`config.mk`:
```
export PLATFORM = sky130hd
export DESIGN_NAME = task7_sequencer
export DESIGN_NICKNAME = d
export VERILOG_FILES = /design/src/rtl/task7_sequencer_pkg.sv /design/src/rtl/task7_sequencer.sv
export SDC_FILE = /design/constraint.sdc
export NUM_CORES = 1
export LEC_CHECK = 0
export CAP_MARGIN = 10
export CORE_MARGIN = 10
export CORE_UTILIZATION = 52
export DETAILED_ROUTE_END_ITERATION = 8
export HOLD_SLACK_MARGIN = 0.1
export PLACE_DENSITY_LB_ADDON = 0.12
export SLEW_MARGIN = 10
export SYNTH_ARGS = -nofsm -noshare
export SYNTH_HDL_FRONTEND = slang
export SYNTH_SLANG_ARGS = --single-unit
```
`constraint.sdc`:
```
create_clock -name clk -period 3.3 [get_ports clk]
set_input_delay 0.99 -clock clk [delete_from_list [all_inputs] [get_ports clk]]
set_output_delay 0.99 -clock clk [all_outputs]
set_load 0.005 [all_outputs]
```
`src/rtl/task7_sequencer_pkg.sv`:
```
// Shared state encoding and float constants for the y = 0.5*x + x^2*cos((x-128)/128) sequencer.
package task7_sequencer_pkg;

    typedef enum logic [3:0] {
        StIdle, StSub, StScale, StCStart, StCWait, StSq, StCos, StHalf, StAdd, StDone
    } seq_state_e;

    localparam logic [31:0] Fp128    = 32'h4300_0000;
    localparam logic [31:0] FpInv128 = 32'h3C00_0000;
    localparam logic [31:0] FpHalf   = 32'h3F00_0000;
    localparam logic [31:0] FpQnan   = 32'h7FC0_0000;

    function automatic int unsigned max3(input int unsigned a, input int unsigned b,
                                         input int unsigned c);
        int unsigned m;
        m = (a > b) ? a : b;
        return (m > c) ? m : c;
    endfunction

endpackage

```
`src/rtl/task7_sequencer.sv`:
```
// Sequences one shared FP multiplier, one FP add/sub and an external CORDIC to evaluate
// y = 0.5*x + x^2*cos((x-128)/128); every output is registered.
module task7_sequencer
    import task7_sequencer_pkg::*;
#(
    parameter int unsigned MUL_LAT        = 2,
    parameter int unsigned ADD_LAT        = 3,
    parameter int unsigned CORDIC_TIMEOUT = 64
) (
    input  logic        clk,
    input  logic        reset,
    input  logic        in_valid,
    output logic        in_ready,
    input  logic [31:0] data,
    output logic        out_valid,
    input  logic        out_ready,
    output logic [31:0] result,
    output logic        err,
    output logic [31:0] mul_a,
    output logic [31:0] mul_b,
    input  logic [31:0] mul_result,
    output logic [31:0] add_a,
    output logic [31:0] add_b,
    output logic        add_sub,
    input  logic [31:0] add_result,
    output logic        cordic_start,
    output logic [31:0] cordic_angle,
    input  logic [31:0] cordic_cos,
    input  logic        cordic_done
);

    localparam int unsigned CntMax = max3(MUL_LAT, ADD_LAT, CORDIC_TIMEOUT);
    localparam int unsigned CntW   = $clog2(CntMax + 1);
    localparam logic [CntW-1:0] MulLast = CntW'(MUL_LAT - 1);
    localparam logic [CntW-1:0] AddLast = CntW'(ADD_LAT - 1);
    localparam logic [CntW-1:0] ToLast  = CntW'(CORDIC_TIMEOUT - 1);

    seq_state_e      r_state;
    logic [CntW-1:0] r_cnt;
    logic [31:0]     r_x, r_cos, r_p;
    logic            r_in_ready, r_out_valid, r_err, r_add_sub, r_cordic_start;
    logic [31:0]     r_result, r_mul_a, r_mul_b, r_add_a, r_add_b, r_cordic_angle;

    // The operand registers double as holding registers for t, angle, sq and h:
    // each intermediate is consumed only by the state that directly follows its producer.
    always_ff @(posedge clk) begin
        if (reset) begin
            r_state        <= StIdle;
            r_cnt          <= '0;
            r_x            <= '0;
            r_cos          <= '0;
            r_p            <= '0;
            r_in_ready     <= 1'b1;
            r_out_valid    <= 1'b0;
            r_err          <= 1'b0;
            r_result       <= '0;
            r_mul_a        <= '0;
            r_mul_b        <= '0;
            r_add_a        <= '0;
            r_add_b        <= '0;
            r_add_sub      <= 1'b0;
            r_cordic_start <= 1'b0;
            r_cordic_angle <= '0;
        end else begin
            r_cordic_start <= 1'b0;
            unique case (r_state)
                StIdle: begin
                    if (in_valid) begin
                        r_x        <= data;
                        r_add_a    <= data;
                        r_add_b    <= Fp128;
                        r_add_sub  <= 1'b1;
                        r_in_ready <= 1'b0;
                        r_cnt      <= '0;
                        r_state    <= StSub;
                    end
                end
                StSub: begin
                    if (r_cnt == AddLast) begin
                        r_add_a   <= '0;
                        r_add_b   <= '0;
                        r_add_sub <= 1'b0;
                        r_mul_a   <= add_result;
                        r_mul_b   <= FpInv128;
                        r_cnt     <= '0;
                        r_state   <= StScale;
                    end else begin
                        r_cnt <= r_cnt + CntW'(1);
                    end
                end
                StScale: begin
                    if (r_cnt == MulLast) begin
                        r_mul_a        <= '0;
                        r_mul_b        <= '0;
                        r_cordic_angle <= mul_result;
                        r_cordic_start <= 1'b1;
                        r_cnt          <= '0;
                        r_state        <= StCStart;
                    end else begin
                        r_cnt <= r_cnt + CntW'(1);
                    end
                end
                StCStart: begin
                    r_cnt   <= '0;
                    r_state <= StCWait;
                end
                StCWait: begin
                    if (cordic_done) begin
                        r_cos          <= cordic_cos;
                        r_cordic_angle <= '0;
                        r_mul_a        <= r_x;
                        r_mul_b        <= r_x;
                        r_cnt          <= '0;
                        r_state        <= StSq;
                    end else if (r_cnt == ToLast) begin
                        r_cordic_angle <= '0;
                        r_err          <= 1'b1;
                        r_result       <= FpQnan;
                        r_out_valid    <= 1'b1;
                        r_cnt          <= '0;
                        r_state        <= StDone;
                    end else begin
                        r_cnt <= r_cnt + CntW'(1);
                    end
                end
                StSq: begin
                    if (r_cnt == MulLast) begin
                        r_mul_a <= mul_result;
                        r_mul_b <= r_cos;
                        r_cnt   <= '0;
                        r_state <= StCos;
                    end else begin
                        r_cnt <= r_cnt + CntW'(1);
                    end
                end
                StCos: begin
                    if (r_cnt == MulLast) begin
                        r_p     <= mul_result;
                        r_mul_a <= FpHalf;
                        r_mul_b <= r_x;
                        r_cnt   <= '0;
                        r_state <= StHalf;
                    end else begin
                        r_cnt <= r_cnt + CntW'(1);
                    end
                end
                StHalf: begin
                    if (r_cnt == MulLast) begin
                        r_mul_a   <= '0;
                        r_mul_b   <= '0;
                        r_add_a   <= mul_result;
                        r_add_b   <= r_p;
                        r_add_sub <= 1'b0;
                        r_cnt     <= '0;
                        r_state   <= StAdd;
                    end else begin
                        r_cnt <= r_cnt + CntW'(1);
                    end
                end
                StAdd: begin
                    if (r_cnt == AddLast) begin
                        r_add_a     <= '0;
                        r_add_b     <= '0;
                        r_result    <= add_result;
                        r_err       <= 1'b0;
                        r_out_valid <= 1'b1;
                        r_cnt       <= '0;
                        r_state     <= StDone;
                    end else begin
                        r_cnt <= r_cnt + CntW'(1);
                    end
                end
                StDone: begin
                    if (out_ready) begin
                        r_out_valid <= 1'b0;
                        r_in_ready  <= 1'b1;
                        r_cnt       <= '0;
                        r_state     <= StIdle;
                    end
                end
                default: begin
                    r_cnt   <= '0;
                    r_state <= StIdle;
                end
            endcase
        end
    end

    assign in_ready     = r_in_ready;
    assign out_valid    = r_out_valid;
    assign result       = r_result;
    assign err          = r_err;
    assign mul_a        = r_mul_a;
    assign mul_b        = r_mul_b;
    assign add_a        = r_add_a;
    assign add_b        = r_add_b;
    assign add_sub      = r_add_sub;
    assign cordic_start = r_cordic_start;
    assign cordic_angle = r_cordic_angle;

endmodule

```
Yosys cells after proc, flatten, opt, wreduce, memory -nomap -nowiden
Cells that the tools add are included.
- flip-flop bits (word level): 304
- logic and storage cells: 122
- $add $sub $neg: 1
- eq/ne operators: 26
- mux-type cells: 54
- bitwise logic cells: 1
- reduce and logical (&&, ||, !) cells: 24
- operators with widths (kind ; count):
    2-to-1 mux 32 bit ; 16
    one-hot mux 32 bit (5 select lines) ; 2
    one-hot mux 32 bit (3 select lines) ; 2
    one-hot mux 32 bit (2 select lines) ; 2
    2-to-1 mux 7 bit ; 6
    2-to-1 mux 4 bit ; 10
    one-hot mux 4 bit (10 select lines) ; 1
    one-hot mux 7 bit (5 select lines) ; 1
    inequality test 2 bit (second input constant) ; 11
    == test 4 x 3 -> 1 bit (second input constant) ; 4
    AND reduction 4 bit ; 3
    2-to-1 mux 1 bit ; 10
    AND reduction 9 bit ; 1
    nonzero test 3 bit ; 3
    == test 4 x 2 -> 1 bit (second input constant) ; 2
    == test 4 bit (second input constant) ; 2
    AND reduction 2 bit ; 4
    adder 7 x 1 -> 7 bit (second input constant) ; 1
    == test 7 x 1 -> 1 bit (second input constant) ; 1
    == test 7 x 2 -> 1 bit (second input constant) ; 1
    == test 7 x 6 -> 1 bit (second input constant) ; 1
    one-hot mux 1 bit (3 select lines) ; 2
    AND reduction 3 bit ; 2
    AND reduction 6 bit ; 1
    11 further kinds ; 17

Logic depth before layout (Yosys ltp)
- word-level depth: 4
- gate-level depth with buffers: 9
- depth with buffers taken out: 7

Least setup slack after synthesis
No wires, ideal clock.
- path kind: input to register
- from: input port out_ready
- to: register r_cnt[1]
- data arrival time: 2.133 ns
- data required time: 3.159 ns
- setup slack: 1.026 ns
- cell stages on the path: 6
- cells stage by stage: and3b_1 o21a_1 a2111oi_4 or2_1 buf_6 a211oi_2
- longest elaborated chain between the ends: 2
- RTL lines (element ; RTL line ; source):
    start: declaration ; task7_sequencer.sv:16 ; input logic out_ready,
    inequality test 2 bit (no line) ; - ;
    AND reduction 2 bit (no line) ; - ;
    end signal: assignment ; task7_sequencer.sv:88 ; r_cnt <= r_cnt + CntW'(1);
    end signal: assignment ; task7_sequencer.sv:100 ; r_cnt <= r_cnt + CntW'(1);
    end signal: assignment ; task7_sequencer.sv:123 ; r_cnt <= r_cnt + CntW'(1);
    end: declaration ; task7_sequencer.sv:39 ; logic [CntW-1:0] r_cnt;
Every way passes these cells.
A chain may end at the register's enable or synchronous reset.

Worst setup path after layout
- from: register r_cnt[0]
- to: register r_add_a[16], in the netlist add_a[16]
- longest elaborated chain between the ends: 3
- RTL lines (element ; RTL line ; source):
    == test 7 x 2 -> 1 bit / == test 7 x 1 -> 1 bit (equally long branches) ; task7_sequencer.sv:79, task7_sequencer.sv:161, task7_sequencer.sv:148 ;
    inequality test 2 x 1 -> 1 bit (no line) / inequality test 2 bit (equally long branches) ; - ;
    AND reduction 4 bit (no line) (*) ; - ;
    end signal: assignment ; task7_sequencer.sv:70 ; r_add_a <= data;
    end signal: assignment ; task7_sequencer.sv:151 ; r_add_a <= mul_result;
    end: declaration ; task7_sequencer.sv:42 ; logic [31:0] r_result, r_mul_a, r_mul_b, r_add_a, r_add_b, r_cordic_angle;
Every way passes the cells marked *; elsewhere a longest branch is shown, timed or not.

==> metrics.cfg <==
[global_route]
grt_first_pass_wirelength_mm=66.5
grt_pass1_vias=11221
grt_use_total_pct=27.3
grt_antenna_before_repair=5
use_met2_pct=39.6
grt_start_max_net_pins=86
use_met1_pct=37.8
grt_util_met3_pct=7.95
grt.busiest_layer=met2
grt_overflow=0

[synth]
ys_top_cells_by_area=dfxtp_1 50%, a211oi_1 6.2%, a21oi_1 5.8%, nor2_1 5.6%, mux2i_1 5.4%
seq_area_frac_synth_pct=49.6
async_reset_ff_share_pct=0
synth_cell_types=56
yosysTopAreaCell=dfxtp_1
ys_seq_elements=304
synth_flop_cell=dfxtp_1
syn_nets=1522
syn_area_per_cell_um2=8.85
synth_area_um2=12300
ys_warn_count=0
synthCells=1386
synth-edff-count=0
synth_top_area_share_pct=49.6

[detailed_routing]
drt_iter0_drc=1292
vias_per_cell=5.84
drcViolationCount=0
routedWlPerCell_um=21.9
route.vias.total=11687
ant_nets=0
wirelength_mm=43.8
first_pass_iters=6

[finish]
layoutNonFillerInstCount=2000
postLayoutCoreUtil_pct=72.6
fillCellCount=1887
syn2layout_area_growth_pct=38.1
design_area_um2=16900
layout_commonest_cell=clkdlybuf4s50_1
fin_nets=1790
layout_common_cells=328 x clkdlybuf4s50_1, 304 x dfxtp_1, 182 x nor2_1
drive_gt1_share_pct=6.68

[timing]
worst_pin_slew_ns=0.863
timing.final.ws_setup_ns=0.411
rsz0062_at_grt=false
final-hold-violation-count=0
slew_viol_final=0
fin_worst_skew_ns=0.0168
setup_viol=0
finalCritPeriodShare_pct=87.6
slew_headroom_pct=42.3
final.setup.tns_ns=0
max_freq_mhz=346
layout_min_cycle_time_ns=2.89

[clock_tree]
cts_tree=done
cts.path.max_buffers=3
cts_inserted_buffers=34
clock_latency_ns=0.51
post-cts-setup-buffers=0
cts.htree.levels=2
clkTransAtPathRegs_ns=0.06
clkSinkCount=304
cts_hold_buf=0
root_buffer=clkbuf_16
cts_resized=0

[status]
outcome=finished, final reports clean

[floorplanning]
die-area_um2=30100
initial_utilization_pct=52.5
io_pins=330
dieHeight_um=174
coreArea_um2=23300
die_x_um=174
num_rows=56

[worst_setup_path]
critical-path-top-delay-family=simple AND/OR/NAND/NOR gates
crit_buf_inv=1
endpoint_kind=register
cp.required_ns=3.62
cp_slowest_cell=nor2_4
crit_fanout=35
crit_arrival_ns=3.21
max_stage_delay_ns=0.70
crit_chain=inv_1 -> ha_1 -> or3b_2 -> a2111oi_2 -> nor3_2 -> nor2_4 -> a211oi_1
start_kind=register
crit_type=register to register

[placement]
gp_congestion=0.882
dp.cells=1937
place_ws_ns=0.384
placed_cell_area_um2=15800
dpl.hpwl_mm=30.6
port_buffers=329

[power_and_ir_drop]
p_leak_nw=5.97
power_density_nw_per_um2=761
irDropWorstVdd_v=0.000587

[run]
drv_cap=0

[hold_path]
hold_class=register to register

[sequential cells by signal, summed over array words and instances, names as in the netlist, 4 cells and up]
register      cells
add_b            32
r_p              32
cordic_angle     32
mul_a            32
r_x              32
add_a            32
r_state           4
r_cos            32
result           32
r_cnt             7
mul_b            32
[worst register-to-register path, cell delays in order, from the launching register on]
cell and delay [ns]:
dfxtp_1 0.34, inv_1 0.12, ha_1 0.21, or3b_2 0.53, a2111oi_2 0.48, nor3_2 0.13, nor2_4 0.70, a211oi_1 0.21
[path summary, 6_finish.rpt]
check,startpoint,to,slack (ns),cells after the start
worst min-delay path,result[23]$_SDFFE_PP0P_,result[23]$_SDFFE_PP0P_,0.45,2
worst min register to register,result[23]$_SDFFE_PP0P_,result[23]$_SDFFE_PP0P_,0.45,2
worst max register to register,r_cnt[0]$_SDFFE_PP0P_,add_a[16]$_SDFFE_PP0P_,0.41,7
worst max-delay path,r_cnt[0]$_SDFFE_PP0P_,add_a[16]$_SDFFE_PP0P_,0.41,7
[cells in the mapped netlist, types with 2 or more instances]
cell type and number:
mux2i_1 66, nor2b_1 5, clkbuf_1 96, buf_1 4
or4b_1 2, buf_2 27, nand2b_1 12, o21a_1 2
o2bb2ai_1 4, xnor2_1 3, a222oi_1 26, inv_1 13
xor2_1 4, a221oi_1 5, or2_1 2, o21ai_0 36
a211oi_1 102, a22oi_1 85, a21oi_1 141, nand2_1 136
dfxtp_1 304, and3_1 2, nand4_1 5, o21ai_1 2
buf_4 3, or3b_2 2, and2_1 34, o2111ai_1 3
or3_1 3, a311oi_1 2, nor4_1 2, buf_6 2
ha_1 3, o221ai_1 4, or2_2 2, nor3_1 6
nand3_1 34, nor2_1 184
[metrics by stage]
stage	hold slack (ns)	total power, W
after floorplan	0.436	0.00710
after global placement	0.439	0.00910
after detailed placement	0.441	0.00919
after CTS	0.453	0.0129
after global routing	0.466	0.0135
final	0.452	0.0129
[routing by layer]
layer  vias up  wire (um)
li1       5501          -
met1      5548      18900
met2       574      19200
met3        64       4600
met4         0       1110
met5         -          0
[report_power, final]
group,internal (W),switching (W)
combinational,0.00207,0.00241
clock,0.00221,0.00151
sequential,0.00429,0.000398
[cell type report]
type / instances / area (um2) / share of cell area, %
diodes: 4 / 10.0 / 0.0591
clock buffers: 50 / 1050 / 6.23
clock inverters: 9 / 48.8 / 0.288
inverters: 13 / 48.8 / 0.288
multi-input cells: 937 / 5640 / 33.3
flip-flops and latches: 304 / 6090 / 35.9
well taps: 319 / 399 / 2.36
repair buffers: 364 / 3650 / 21.5
[cells by family after synthesis]
family                   after synthesis  share of synthesized area [%]
buffers and inverters                145                           4.93
AND/OR/NAND/NOR                      442                           16.0
flip-flops                           304                           49.6
AO/OA/AOI/OAI                        419                           23.2
adder cells (fa/ha/maj)                3                          0.306
XOR/XNOR                               7                          0.500
multiplexers                          66                           5.39
Power figures use the tool's default switching activity.
